$ cat src/rtl/alu_share_arb_pkg.sv
// Shared definitions for the ALU-sharing arbiter: flag layout, FSM state encoding
// and the latency-counter width helper.
package alu_share_arb_pkg;

  localparam int FLAG_W      = 5;
  localparam int FLAG_SIGN   = 0;
  localparam int FLAG_ZERO   = 1;
  localparam int FLAG_CARRY  = 2;
  localparam int FLAG_PARITY = 3;
  localparam int FLAG_OVF    = 4;

  typedef enum logic [1:0] {
    ST_IDLE = 2'd0,
    ST_EXEC = 2'd1,
    ST_RESP = 2'd2
  } state_t;

  // Counter must hold ALU_LAT-1; never narrower than one bit.
  function automatic int cnt_width(input int lat);
    return (lat <= 2) ? 1 : $clog2(lat);
  endfunction

endpackage

$ cat src/rtl/alu_share_arb_rr_arbiter.sv
// Combinational round-robin arbiter: searches req from ptr+1 upward (wrapping) and
// returns a one-hot grant plus the encoded winner index.
module rr_arbiter #(
  parameter int N = 4
) (
  input  logic [N-1:0]         req,
  input  logic [$clog2(N)-1:0] ptr,
  output logic [N-1:0]         grant,
  output logic [$clog2(N)-1:0] idx
);

  localparam int IW = $clog2(N);

  // cand[k] is the requester examined at priority k (0 = highest).
  logic [IW-1:0] cand [N];

  for (genvar gi = 0; gi < N; gi++) begin : g_cand
    assign cand[gi] = IW'((int'(ptr) + gi + 1) % N);
  end

  always_comb begin
    logic found;
    grant = '0;
    idx   = '0;
    found = 1'b0;
    for (int k = 0; k < N; k++) begin
      if (!found && req[cand[k]]) begin
        grant[cand[k]] = 1'b1;
        idx            = cand[k];
        found          = 1'b1;
      end
    end
  end

endmodule

$ cat src/rtl/alu_share_arb.sv
// Round-robin sequencer sharing one combinational ALU among N_REQ requesters.
// Optional ALU_ARB_STATS_EN adds a wrapping 16-bit completed-operation counter (op_count).
module alu_share_arb
  import alu_share_arb_pkg::*;
#(
  parameter int N_REQ   = 4,
  parameter int WIDTH   = 16,
  parameter int ALU_LAT = 1
) (
  input  logic                       clk,
  input  logic                       rst,
  input  logic [N_REQ-1:0]           req_valid,
  output logic [N_REQ-1:0]           req_ready,
  input  logic [N_REQ*WIDTH-1:0]     req_x,
  input  logic [N_REQ*WIDTH-1:0]     req_y,
  output logic [WIDTH-1:0]           alu_x,
  output logic [WIDTH-1:0]           alu_y,
  input  logic [WIDTH-1:0]           alu_z,
  input  logic [FLAG_W-1:0]          alu_flags,
  output logic                       rsp_valid,
  output logic [$clog2(N_REQ)-1:0]   rsp_id,
  output logic [WIDTH-1:0]           rsp_z,
  output logic [FLAG_W-1:0]          rsp_flags,
  output logic                       busy
`ifdef ALU_ARB_STATS_EN
  ,
  output logic [15:0]                op_count
`endif
);

  localparam int ID_W  = $clog2(N_REQ);
  localparam int CNT_W = cnt_width(ALU_LAT);

  state_t             state_reg, state_next;
  logic [ID_W-1:0]    ptr_reg, ptr_next;
  logic [ID_W-1:0]    owner_reg, owner_next;
  logic [CNT_W-1:0]   cnt_reg, cnt_next;
  logic [WIDTH-1:0]   alu_x_reg, alu_x_next;
  logic [WIDTH-1:0]   alu_y_reg, alu_y_next;
  logic [WIDTH-1:0]   rsp_z_reg, rsp_z_next;
  logic [FLAG_W-1:0]  rsp_flags_reg, rsp_flags_next;

  logic [N_REQ-1:0]   grant;
  logic [ID_W-1:0]    win_idx;

  rr_arbiter #(
    .N (N_REQ)
  ) u_rr (
    .req   (req_valid),
    .ptr   (ptr_reg),
    .grant (grant),
    .idx   (win_idx)
  );

  always_comb begin
    state_next     = state_reg;
    ptr_next       = ptr_reg;
    owner_next     = owner_reg;
    cnt_next       = cnt_reg;
    alu_x_next     = alu_x_reg;
    alu_y_next     = alu_y_reg;
    rsp_z_next     = rsp_z_reg;
    rsp_flags_next = rsp_flags_reg;
    req_ready      = '0;
    case (state_reg)
      ST_IDLE: begin
        // Grant is masked during reset so no transfer is advertised that will be dropped.
        if (!rst) begin
          req_ready = grant;
        end
        if (!rst && (|grant)) begin
          alu_x_next = req_x[win_idx*WIDTH +: WIDTH];
          alu_y_next = req_y[win_idx*WIDTH +: WIDTH];
          owner_next = win_idx;
          ptr_next   = win_idx;
          cnt_next   = CNT_W'(ALU_LAT - 1);
          state_next = ST_EXEC;
        end
      end
      ST_EXEC: begin
        if (cnt_reg == '0) begin
          rsp_z_next     = alu_z;
          rsp_flags_next = alu_flags;
          state_next     = ST_RESP;
        end else begin
          cnt_next = cnt_reg - 1'b1;
        end
      end
      ST_RESP: begin
        state_next = ST_IDLE;
      end
      default: begin
        state_next = ST_IDLE;
      end
    endcase
  end

  always_ff @(posedge clk) begin
    if (rst) begin
      state_reg     <= ST_IDLE;
      ptr_reg       <= ID_W'(N_REQ - 1);
      owner_reg     <= '0;
      cnt_reg       <= '0;
      alu_x_reg     <= '0;
      alu_y_reg     <= '0;
      rsp_z_reg     <= '0;
      rsp_flags_reg <= '0;
    end else begin
      state_reg     <= state_next;
      ptr_reg       <= ptr_next;
      owner_reg     <= owner_next;
      cnt_reg       <= cnt_next;
      alu_x_reg     <= alu_x_next;
      alu_y_reg     <= alu_y_next;
      rsp_z_reg     <= rsp_z_next;
      rsp_flags_reg <= rsp_flags_next;
    end
  end

  assign alu_x     = alu_x_reg;
  assign alu_y     = alu_y_reg;
  assign rsp_valid = (state_reg == ST_RESP);
  assign rsp_id    = owner_reg;
  assign rsp_z     = rsp_z_reg;
  assign rsp_flags = rsp_flags_reg;
  assign busy      = (state_reg != ST_IDLE);

`ifdef ALU_ARB_STATS_EN
  logic [15:0] op_count_reg;

  always_ff @(posedge clk) begin
    if (rst) begin
      op_count_reg <= '0;
    end else if (state_reg == ST_RESP) begin
      op_count_reg <= op_count_reg + 16'd1;
    end
  end

  assign op_count = op_count_reg;
`endif

endmodule

$ cat config.mk
export PLATFORM = sky130hd
export DESIGN_NAME = alu_share_arb
export DESIGN_NICKNAME = d
export VERILOG_FILES = /design/src/rtl/alu_share_arb_pkg.sv /design/src/rtl/alu_share_arb_rr_arbiter.sv /design/src/rtl/alu_share_arb.sv
export SDC_FILE = /design/constraint.sdc
export NUM_CORES = 1
export LEC_CHECK = 0
export ABC_AREA = 1
export BUFFER_PORTS_ARGS = -buffer_cell sky130_fd_sc_hd__buf_2
export CORE_MARGIN = 2
export CORE_UTILIZATION = 49
export DETAILED_ROUTE_END_ITERATION = 12
export PLACE_DENSITY = 0.95
export SLEW_MARGIN = 20
export SYNTH_ARGS = -nofsm -noshare
export SYNTH_HDL_FRONTEND = slang
export SYNTH_HIERARCHICAL = 1
export SYNTH_SLANG_ARGS = --single-unit
$ cat constraint.sdc
create_clock -name clk -period 7.1 [get_ports clk]
set_input_delay 1.065 -clock clk [delete_from_list [all_inputs] [get_ports clk]]
set_output_delay 1.065 -clock clk [all_outputs]
set_load 0.01 [all_outputs]
==> impl_metrics.toml <==
[status]
status = "finished, final reports clean"

[synth]
syn-num-nets = 783
yosysMostFrequentCell = "nand2_1"
synth_top_area_share = 0.306
synth.area.top_cells = "dfxtp_1 31%, nand2_1 25%, nor2_1 6.7%, nand3_1 6.2%, o211ai_2 4.9%"
yosysSeqAreaShare = 0.306
syn_inst = 620
synth-main-ff-cell = "dfxtp_1"
synth_edf_count = 0
synth_cell_types = 27
yosys_warnings = 6
async_flop_share = 0
syn_area_um2 = 3860
synth_seq_cells = 59
syn_area_per_cell_um2 = 6.23
yosys.area.top_type = "dfxtp_1"
synth.top_cells.by_count = "261 x nand2_1, 69 x nor2_1, 59 x dfxtp_1"

[clock_network]
cts_tree = "yes"
postCtsHoldBufs = 0
cts-root-buf = "clkbuf_8"
cts.repair.resized = 0
htree_levels = 3
cts_setup_buffers = 0
clk_latency_ps = 320
cts_sinks = 59
cts_buffers = 9
ctsLongestPathBuffers = 2
clk_pin_slew_ps = 70

[critical_path]
r2r_slack_ps = 3760
ff2ff_path_depth = 14
required_ps = 6030
arrival_ps = 2520
start_kind = "register"
cp_max_fo = 10
critPathKind = "register to output port"
endpoint_kind = "output port"

[floorplanning]
start_util = 0.502
rows = 32
die_h_um = 92.8
num_io_pins = 216
dieArea_um2 = 8610
die_w_um = 92.8
core-area_um2 = 7690

[routing]
wl_per_cell_um = 12.3
first_iter_violations = 166
drc = 0
wl_um = 11300
drt_pass1_iterations = 5
dr_total_vias = 4571
antenna_left = 0
vias_per_cell = 4.98

[global_routing]
antenna_found_initial = 0
grt_max_degree = 98
gr-usage-all-layers = 0.249
overflow = 0
grt_pass1_vias = 4071
grt_pass1_wl_um = 17600

[place]
routabilityCongestion = 0.935
port_buffers = 215
hpwl_um = 8110

[timing]
fin_hold_ws_ps = 464
tns_ps = 0
skew_ps = 8.31
rsz0062_at_grt = "false"
max_freq_ghz = 0.279
slew_headroom = 0.332
min_period_ps = 3590
hold_violations = 0
fin_crit_sh = 0.505
worst_pin_slew_ps = 1000
drv_slew = 0
setup_viol = 0

[final_layout]
antennaDiodeCount = 0
final_util = 0.654
area_delta_synth_final_pct = 30.1
fin_nets = 975
drive_above_1_share = 0.337

[pwr]
pwr-share-seq = 0.210
p_switching_mw = 1.27
cellPowerDensity_nw_per_um2 = 478
internal_power_mw = 1.13
leakage_nw = 2.98
p_clk_frac = 0.112
pwr-share-comb = 0.679
sw_frac_of_total = 0.530
ir_worst_vdd_mv = 0.385

[run]
maxCapViolCount = 0

[hold_path]
whs_path_depth = 2
hp-class = "register to register"
worst max-delay path: stages (launching register included):
cell and delay [ps]:
dfxtp_1 550, inv_2 200, ha_1 480, inv_1 150, nand2_4 130, nand2_4 70, nor2_4 130, a21oi_1 80
nand3_1 100, nand2_1 60, nor2_1 120, buf_2 130
power by group through the flow:
stage	logic, mW	registers (mW)	clock network [mW]
global placement	1.60	0.505	0
global route	1.85	0.515	0.290
CTS	1.63	0.502	0.274
floorplan	1.30	0.549	0
finish	1.63	0.503	0.268
detailed placement	1.63	0.506	0
cells by family (layout without fill, tap and decap cells):
kind of cell | Yosys count | count (layout) | synth area share
simple gates | 398 | 398 | 0.428
buf+inv | 82 | 277 | 0.106
compound gates | 73 | 73 | 0.135
flops | 59 | 59 | 0.306
fa+ha+maj | 8 | 8 | 0.0259
through the flow:
stage	worst slack (ps)	cell area [um^2]	power, mW	std cells
final	3510	5030	2.40	917
after CTS	3480	5020	2.41	917
after global placement	3810	4860	2.11	903
after global routing	3210	5030	2.65	917
after detailed placement	3790	4860	2.13	903
after floorplan	4140	3860	1.85	620
layout by cell type, fill, tap and decap left out, drive strengths merged:
master / n
nand3: 49
ha: 8
o211ai: 27
clkinvlp: 1
nand4: 1
clkbuf: 12
inv: 45
nor2: 73
clkinv: 2
o21ai: 33
nand2: 275
buf: 217
dfxtp: 59
a21boi: 2
a21oi: 11
path summary, 6_finish.rpt:
kind	from	end
min	rsp_id[1]	rsp_id[1]
max	ptr_reg[0]	req_ready[1]
min reg2reg	rsp_id[1]	rsp_id[1]
max reg2reg	ptr_reg[0]	alu_y[13]
metal layers:
layer  GRT usage  routed length [um]  vias up
li1            -                   -     2320
met1       0.294                4740     2027
met2       0.438                5300      205
met3      0.0578                1070       19
met4      0.0944                 175        0
met5           0                   0        -
final cells by class:
| cell class | instances | area [um^2] |
|---|---|---|
| multi-input cells | 479 | 2280 |
| inverters | 46 | 175 |
| clock buffers | 12 | 155 |
| fillers | 696 | 2660 |
| clock inverters | 2 | 12.5 |
| flip-flops and latches | 59 | 1180 |
| well taps | 102 | 128 |
| repair buffers | 217 | 1090 |
Power figures use the tool's default switching activity.
